$ cat src/rtl/riscv_pipe_pkg.sv
// Shared definitions for the inter-stage pipeline registers of the 5-stage RISC-V core.
//   stage_state_t : occupancy FSM of a pipeline stage; the encoding equals the entry count.
//   NOP_INSTR     : canonical NOP (addi x0, x0, 0) injected as a bubble.
//   *_W           : payload widths of the four stage registers.
//   IFID_BUBBLE   : IF/ID bubble payload, {instr, PC, PCPlus4} with NOP in the top word.
package riscv_pipe_pkg;

    typedef enum logic [1:0] {
        ST_EMPTY = 2'd0,
        ST_MAIN  = 2'd1,
        ST_BOTH  = 2'd2
    } stage_state_t;

    localparam logic [31:0] NOP_INSTR = 32'h0000_0013;

    localparam int unsigned IFID_W  = 96;   // {instr, pc, pc_plus4}
    localparam int unsigned IDEX_W  = 160;  // {rs1_val, rs2_val, imm, pc, ctrl}
    localparam int unsigned EXMEM_W = 112;  // {alu_res, store_val, rd, ctrl}
    localparam int unsigned MEMWB_W = 104;  // {load_val, alu_res, rd, ctrl}

    localparam logic [IFID_W-1:0] IFID_BUBBLE = {NOP_INSTR, 64'h0};

    // Number of entries held in a given state.
    function automatic logic [1:0] state_occupancy(stage_state_t s);
        return 2'(s);
    endfunction

endpackage

$ cat src/rtl/pipe_stage_ctrl.sv
// Occupancy controller of a pipeline stage.
//   clk_i, reset_i     : clock, synchronous active-high reset
//   flush_i            : kill all held entries on the next edge
//   in_valid_i         : upstream beat present
//   out_ready_i        : downstream accepts (low = stall)
//   in_ready_o         : stage accepts this cycle
//   out_valid_o        : main register holds a beat
//   occupancy_o        : entries held (state encoding)
//   load_main_o        : main register captures in_data this edge
//   load_skid_o        : skid register captures in_data this edge
//   skid_to_main_o     : main register captures the skid register this edge
// SKID=1 uses a 2-entry skid with in_ready from a flop; SKID=0 never enters ST_BOTH and
// in_ready is combinational.
module pipe_stage_ctrl
    import riscv_pipe_pkg::*;
#(
    parameter bit SKID = 1'b1
) (
    input  logic       clk_i,
    input  logic       reset_i,
    input  logic       flush_i,
    input  logic       in_valid_i,
    input  logic       out_ready_i,
    output logic       in_ready_o,
    output logic       out_valid_o,
    output logic [1:0] occupancy_o,
    output logic       load_main_o,
    output logic       load_skid_o,
    output logic       skid_to_main_o
);

    stage_state_t state_q, state_d;
    // Registered "full" flag; reset value 0 makes in_ready=1 during and after reset.
    logic         full_q, full_d;
    logic         accept, send;

    assign out_valid_o = (state_q != ST_EMPTY);
    assign occupancy_o = state_occupancy(state_q);
    assign in_ready_o  = SKID ? ~full_q : ((state_q == ST_EMPTY) | out_ready_i);
    assign accept      = in_valid_i & in_ready_o;
    assign send        = out_valid_o & out_ready_i;

    always_comb begin
        state_d        = state_q;
        load_main_o    = 1'b0;
        load_skid_o    = 1'b0;
        skid_to_main_o = 1'b0;
        unique case (state_q)
            ST_EMPTY: begin
                if (accept) begin
                    state_d     = ST_MAIN;
                    load_main_o = 1'b1;
                end
            end
            ST_MAIN: begin
                if (accept && send) begin
                    load_main_o = 1'b1;
                end else if (accept) begin
                    // Only reachable with SKID=1; SKID=0 ties off ST_BOTH.
                    if (SKID) begin
                        state_d     = ST_BOTH;
                        load_skid_o = 1'b1;
                    end else begin
                        load_main_o = 1'b1;
                    end
                end else if (send) begin
                    state_d = ST_EMPTY;
                end
            end
            ST_BOTH: begin
                if (send) begin
                    state_d        = ST_MAIN;
                    skid_to_main_o = 1'b1;
                end
            end
            default: state_d = ST_EMPTY;
        endcase
        // A beat accepted in the flush cycle is discarded with the rest.
        if (flush_i) begin
            state_d = ST_EMPTY;
        end
        full_d = (state_d == ST_BOTH);
    end

    always_ff @(posedge clk_i) begin
        if (reset_i) begin
            state_q <= ST_EMPTY;
            full_q  <= 1'b0;
        end else begin
            state_q <= state_d;
            full_q  <= full_d;
        end
    end

endmodule

$ cat src/rtl/pipe_stage_buf.sv
// Generic inter-stage pipeline register (IF/ID, ID/EX, EX/MEM, MEM/WB).
//   clk_i, reset_i : clock, synchronous active-high reset
//   flush_i        : synchronous kill of all held entries
//   in_valid_i/in_ready_o/in_data_i    : upstream valid/ready handshake and payload
//   out_valid_o/out_ready_i/out_data_o : downstream handshake; out_data_o = BUBBLE when invalid
//   occupancy_o    : entries held (0..1 for SKID=0, 0..2 for SKID=1)
// SKID=0: single register. SKID=1: main + skid register, registered in_ready.
module pipe_stage_buf
    import riscv_pipe_pkg::*;
#(
    parameter int unsigned       WIDTH  = 96,
    parameter bit                SKID   = 1'b1,
    parameter logic [WIDTH-1:0]  BUBBLE = '0
) (
    input  logic             clk_i,
    input  logic             reset_i,
    input  logic             flush_i,
    input  logic             in_valid_i,
    output logic             in_ready_o,
    input  logic [WIDTH-1:0] in_data_i,
    output logic             out_valid_o,
    input  logic             out_ready_i,
    output logic [WIDTH-1:0] out_data_o,
    output logic [1:0]       occupancy_o
);

    logic             load_main, load_skid, skid_to_main;
    logic [WIDTH-1:0] main_q, main_d, skid_data;

    pipe_stage_ctrl #(
        .SKID (SKID)
    ) u_ctrl (
        .clk_i          (clk_i),
        .reset_i        (reset_i),
        .flush_i        (flush_i),
        .in_valid_i     (in_valid_i),
        .out_ready_i    (out_ready_i),
        .in_ready_o     (in_ready_o),
        .out_valid_o    (out_valid_o),
        .occupancy_o    (occupancy_o),
        .load_main_o    (load_main),
        .load_skid_o    (load_skid),
        .skid_to_main_o (skid_to_main)
    );

    generate
        if (SKID) begin : g_skid
            logic [WIDTH-1:0] skid_q;
            always_ff @(posedge clk_i) begin
                if (reset_i) begin
                    skid_q <= BUBBLE;
                end else if (load_skid) begin
                    skid_q <= in_data_i;
                end
            end
            assign skid_data = skid_q;
        end else begin : g_noskid
            logic unused_load_skid;
            assign unused_load_skid = load_skid;
            assign skid_data        = BUBBLE;
        end
    endgenerate

    always_comb begin
        main_d = main_q;
        if (load_main) begin
            main_d = in_data_i;
        end else if (skid_to_main) begin
            main_d = skid_data;
        end
    end

    always_ff @(posedge clk_i) begin
        if (reset_i) begin
            main_q <= BUBBLE;
        end else begin
            main_q <= main_d;
        end
    end

    // The skid register is never visible; an empty or flushed stage shows the bubble.
    assign out_data_o = out_valid_o ? main_q : BUBBLE;

    a_bubble_when_idle : assert property (@(posedge clk_i)
        !out_valid_o |-> (out_data_o == BUBBLE));

    a_ready_when_empty : assert property (@(posedge clk_i) disable iff (reset_i)
        (occupancy_o == 2'd0) |-> in_ready_o);

    a_stall_stable : assert property (@(posedge clk_i) disable iff (reset_i)
        $past(out_valid_o & ~out_ready_i & ~flush_i & ~reset_i)
            |-> (out_data_o == $past(out_data_o)));

endmodule
$ cat config.mk
export PLATFORM = sky130hd
export DESIGN_NAME = pipe_stage_buf
export DESIGN_NICKNAME = d
export VERILOG_FILES = /design/src/rtl/riscv_pipe_pkg.sv /design/src/rtl/pipe_stage_ctrl.sv /design/src/rtl/pipe_stage_buf.sv
export SDC_FILE = /design/constraint.sdc
export NUM_CORES = 1
export LEC_CHECK = 0
export CORE_ASPECT_RATIO = 1.5
export CORE_UTILIZATION = 45
export DETAILED_ROUTE_END_ITERATION = 12
export HOLD_SLACK_MARGIN = 0.03
export PLACE_DENSITY = 0.72
export SKIP_CTS_REPAIR_TIMING = 1
export SLEW_MARGIN = 0
export SYNTH_ARGS = -nofsm -noshare
export SYNTH_HDL_FRONTEND = slang
export SYNTH_HIERARCHICAL = 1
export SYNTH_SLANG_ARGS = --single-unit
$ cat constraint.sdc
create_clock -name clk_i -period 4.3 [get_ports clk_i]
set_clock_uncertainty 0.05 [all_clocks]
set_input_delay 0.86 -clock clk_i [delete_from_list [all_inputs] [get_ports clk_i]]
set_output_delay 0.86 -clock clk_i [all_outputs]
set_load 0.02 [all_outputs]
# ---- Yosys cells after proc, flatten, opt, wreduce, memory -nomap -nowiden
# Index checks and enable logic that the tools add are counted.
dict set report classes {
  mux 17
  reduce_logical 4
  eq_ne 3
  bitwise 3
}
# operator count
set ops {}
lappend ops {{two-way mux 96 bit} 3}
lappend ops {{two-way mux 2 bit} 6}
lappend ops {{two-way mux 1 bit} 6}
lappend ops {{one-hot mux 2 bit (3 select lines)} 1}
lappend ops {{== test 2 bit, second input constant} 2}
lappend ops {{nonzero test 2 bit} 2}
lappend ops {{bitwise AND 1 bit} 2}
lappend ops {{== test 2 x 1 -> 1 bit, second input constant} 1}
lappend ops {{logical NOT 2 bit} 1}
lappend ops {{one-hot mux 1 bit (2 select lines)} 1}
lappend ops {{logical AND 1 bit} 1}
lappend ops {{NOT 1 bit} 1}
dict set report word_totals {
  register_bits 195
  inputBits 101
  word_cells 31
  out_inout_bits 100
}

# ---- Longest topological paths before layout
dict set report logic_depth {
  ltp_word 8
  mapped_depth 7
  depth_no_buf 4
}

# ---- Cells and area by module
# Netlist, hierarchy kept.
# module n_inst seq_area_each_um2 cells_per_inst area_per_inst_um2
set by_module_without_submodules {}
lappend by_module_without_submodules {pipe_stage_buf 1 3843.7 842 8451.9}
lappend by_module_without_submodules {pipe_stage_ctrl 1 60.1 19 167.7}

# ---- Worst setup path before layout
# No wires, ideal clock.
dict set report synth_timing {
  path_type {flip-flop to output port}
  from {register u_ctrl.state_q[0], in the netlist u_ctrl/occupancy_o[0]}
  to {output out_data_o[55]}
  arrival_time_ns 1.555
  path_slack_ns 1.835
  required_ns 3.390
  stages_incl_launch_ff 5
  path_buffers 2
  cell_sequence {dfxtp_1 -> or2_1 -> buf_1 -> clkbuf_1 -> and2_1}
}
dict set report synth_between {
  elab_chain_cells 2
}
# item line
set synth_lines {}
lappend synth_lines {{start: declaration} pipe_stage_ctrl.sv:32} ;# stage_state_t state_q, state_d;
lappend synth_lines {{start signal: assignment} pipe_stage_ctrl.sv:90} ;# state_q <= state_d;
lappend synth_lines {{nonzero test 2 bit} pipe_stage_ctrl.sv:37} ;# assign out_valid_o = (state_q != ST_EMPTY);
lappend synth_lines {{via out_valid_o} pipe_stage_buf.sv:21} ;# output logic out_valid_o,
lappend synth_lines {{two-way mux 96 bit} pipe_stage_buf.sv:82} ;# assign out_data_o = out_valid_o ? main_q : BUBBLE;
lappend synth_lines {{end: declaration} pipe_stage_buf.sv:23} ;# output logic [WIDTH-1:0] out_data_o,
# The timed path passes the listed nets, and every way through them passes these cells.

# ---- Worst setup path after layout
dict set report layout_timing {
  from {register u_ctrl.state_q[0], in the netlist u_ctrl/occupancy_o[0]}
  to {output out_data_o[25]}
}
dict set report layout_between {
  elab_chain_cells 2
}
# item line
set layout_lines {}
lappend layout_lines {{nonzero test 2 bit} pipe_stage_ctrl.sv:37}
lappend layout_lines {{two-way mux 96 bit} pipe_stage_buf.sv:82}
# Every way passes these cells.

==> results.toml <==
[run_status]
status = "completed"

[setup_path]
path_delay_family = "buffers and inverters"
cpPeakStageDelay_ns = 0.62
cp.buffers_inverters = 2
end_kind = "output port"
critical_path.max_fanout = 31
worstPathArrival_ns = 2.69
timing.rr.end = "g_skid.skid_q[48]"
crit_chain = "or2_2 -> buf_4 -> and2_1 -> clkdlybuf4s50_1"
cp.required_ns = 3.39
critPathKind = "flip-flop to output port"
cp-start-kind = "flip-flop"
cpMaxStageDelayCell = "clkdlybuf4s50_1"
reg2reg_depth = 5
r2r-start = "u_ctrl/occupancy_o[0]"
timing.reg2reg.setup_slack_ns = 1.94

[die]
die_x_um = 115
initial_utilization_pct = 46.3
placementRows = 61
dieArea_um2 = 19700
die_height_um = 172
core_area_um2 = 18600
ios = 201

[drt]
firstDrtPassIters = 4
wire_per_inst_um = 15.9
dr_total_vias = 6583
drt-initial-drc-count = 408
ant_nets = 0
drt-total-wl_um = 20400
drc = 0
avgViaCountPerCell = 5.13

[placed_design]
place_congestion = 0.713
numPortBuffers = 200
placed_area_um2 = 10700
hpwl_um = 12200

[sta]
setup_violations = 0
drv_slew = 0
hold_viol_final = 0
min_period_over_period_pct = 83.8
max_slew_margin_pct = 33.9
setup_tns_ns = 0
max_freq_ghz = 0.278
post-route-min-period_ns = 3.60
rsz0062_at_grt = "no"
worst_pin_slew_ns = 0.991

[finish]
layout.nets = 1118
fillers = 1673
area_delta_synth_final_pct = 31.1
drive_above_1_share_pct = 4.95
diodes = 0
final_cell_area_um2 = 11300

[synthesis]
syn_area_um2 = 8620
synthTopCellsByArea = "dfxtp_1 45%, mux2i_1 22%, a211oi_1 8.1%, nor2b_1 7.2%, and2_1 7.0%"
synth_top_area_cell = "dfxtp_1"
synth_cell_type_count = 22
avgSynthCellArea_um2 = 10.0
syn-num-nets = 962
yosysWarnings = 6
ys_ff_latch = 195
synth_seq_area_share_pct = 45.3
syn_inst = 861
synth_top_area_share_pct = 45.3

[global_route]
grt_max_degree = 127
grtUsageMet2_pct = 35.2
grt-ovfl-total = 0
grt_pass1_vias = 6456
met1_usage_pct = 26.6
grt_pass1_wl_um = 32800
grt_busiest_layer = "met2"
use_met3_pct = 5.00
grt_use_total_pct = 21.1
antenna_found_initial = 0

[power_and_ir_drop]
p_leak_nw = 3.76
max-vdd-ir-drop_mv = 0.200
power_density_nw_per_um2 = 349
p_total_mw = 3.94

[clock_tree]
cts_buffer_depth = 2
cts-root-buf = "clkbuf_16"
cts-buffers-inserted = 17
clock_sinks = 195
cts_tree = "done"
cts_max_level = 4
path_clk_slew_ns = 0.08
worstSkewPairLatency_ns = 0.44

[hold_path]
whs_path_depth = 2
hold_start = "g_skid.skid_q[8]"
whs_endpoint = "g_skid.skid_q[8]"
min_path_type = "flip-flop to flip-flop"

[flow_run]
cap_violations = 0
## layout make-up
class                      count  area, µm²  area share, %
sequential                   195       3900           34.5
multi-input combinational    590       4340           38.4
inverter                       3       12.5          0.111
clock buffer                  20        467           4.13
clock inverter                12        115           1.02
timing repair buffer         210       2150           19.1
tap                          252        315           2.79
## cells in the final DEF, fill, tap and decap left out
cell / instances
nor4_1: 1
or2_2: 1
nor3b_2: 1
clkinv_4: 6
inv_1: 2
inv_6: 2
clkinv_2: 1
inv_8: 4
nor3_1: 1
a211oi_1: 93
a221o_1: 1
nor2_4: 1
clkdlybuf4s50_1: 199
mux2i_1: 193
clkbuf_16: 17
clkbuf_8: 3
nor4b_1: 2
nor2b_1: 99
and3_4: 1
buf_12: 6
buf_6: 1
dfxtp_1: 195
and2_1: 96
a211oi_2: 3
or3b_1: 1
nor2_1: 96
buf_4: 4
## routing by layer
layer  up-vias  wire (µm)
met5         -          0
met4         0        286
met3        20       1010
met2       160       9770
met1      3136       9360
li1       3267          -
## cells in the mapped netlist
library cell	n
nor4b_1	2
buf_2	8
inv_2	1
mux2i_1	193
buf_4	12
and2_1	96
nor3b_1	1
a211oi_2	3
nor2b_1	99
buf_8	5
and3_1	1
nor2_1	97
inv_1	2
nor4_1	1
buf_1	4
clkbuf_1	44
a211oi_1	93
dfxtp_1	195
nor3_1	1
or3b_1	1
or2_1	1
a221o_1	1
## worst register-to-register path, cell delays in order, from the launching register on
cell	delay, ns
dfxtp_1	0.46
nor2b_1	0.37
and3_4	0.64
buf_12	0.36
mux2i_1	0.27
nor2_1	0.06
## logic make-up after synthesis
family	share of synthesized area [%]
and+or+nand+nor	19.0
buffers and inverters	4.60
DFF	45.3
AOI/OAI and AO/OA	8.65
muxes	22.4
## sequential cells by signal, summed over array words and instances (netlist names)
signal	flops
main_q	96
u_ctrl/occupancy_o	2
g_skid.skid_q	96
u_ctrl/full_q	1
## power breakdown
part	total [mW]	switching, mW	leakage, nW	internal, mW
clock	1.55	0.742	0.289	0.812
sequential	1.93	0.0393	1.60	1.89
combinational	0.459	0.222	1.87	0.237
## worst max path at each step
stage,startpoint,to,slack (ns),depth (start not counted)
2_1_floorplan,u_ctrl/occupancy_o[0],out_data_o[55],1.84,4
3_3_place_gp,out_ready_i,g_skid.skid_q[82],1.14,6
3_5_place_dp,out_ready_i,g_skid.skid_q[48],1.07,6
4_1_cts,u_ctrl/occupancy_o[0],out_data_o[3],0.67,4
5_1_grt,u_ctrl/occupancy_o[0],out_data_o[25],0.55,4
6_report,u_ctrl/occupancy_o[0],out_data_o[25],0.70,4
## stage by stage
step	hold slack [ns]	utilization (%)	setup WS, ns	instances
2_1_floorplan	0.410	-	1.84	861
3_3_place_gp	0.422	57.6	1.14	1250
3_5_place_dp	0.431	57.6	1.07	1250
4_1_cts	0.452	60.7	0.674	1282
5_1_grt	0.460	60.7	0.546	1282
6_report	0.448	60.7	0.697	1282
Note: power is estimated with default switching activity, not from simulation.
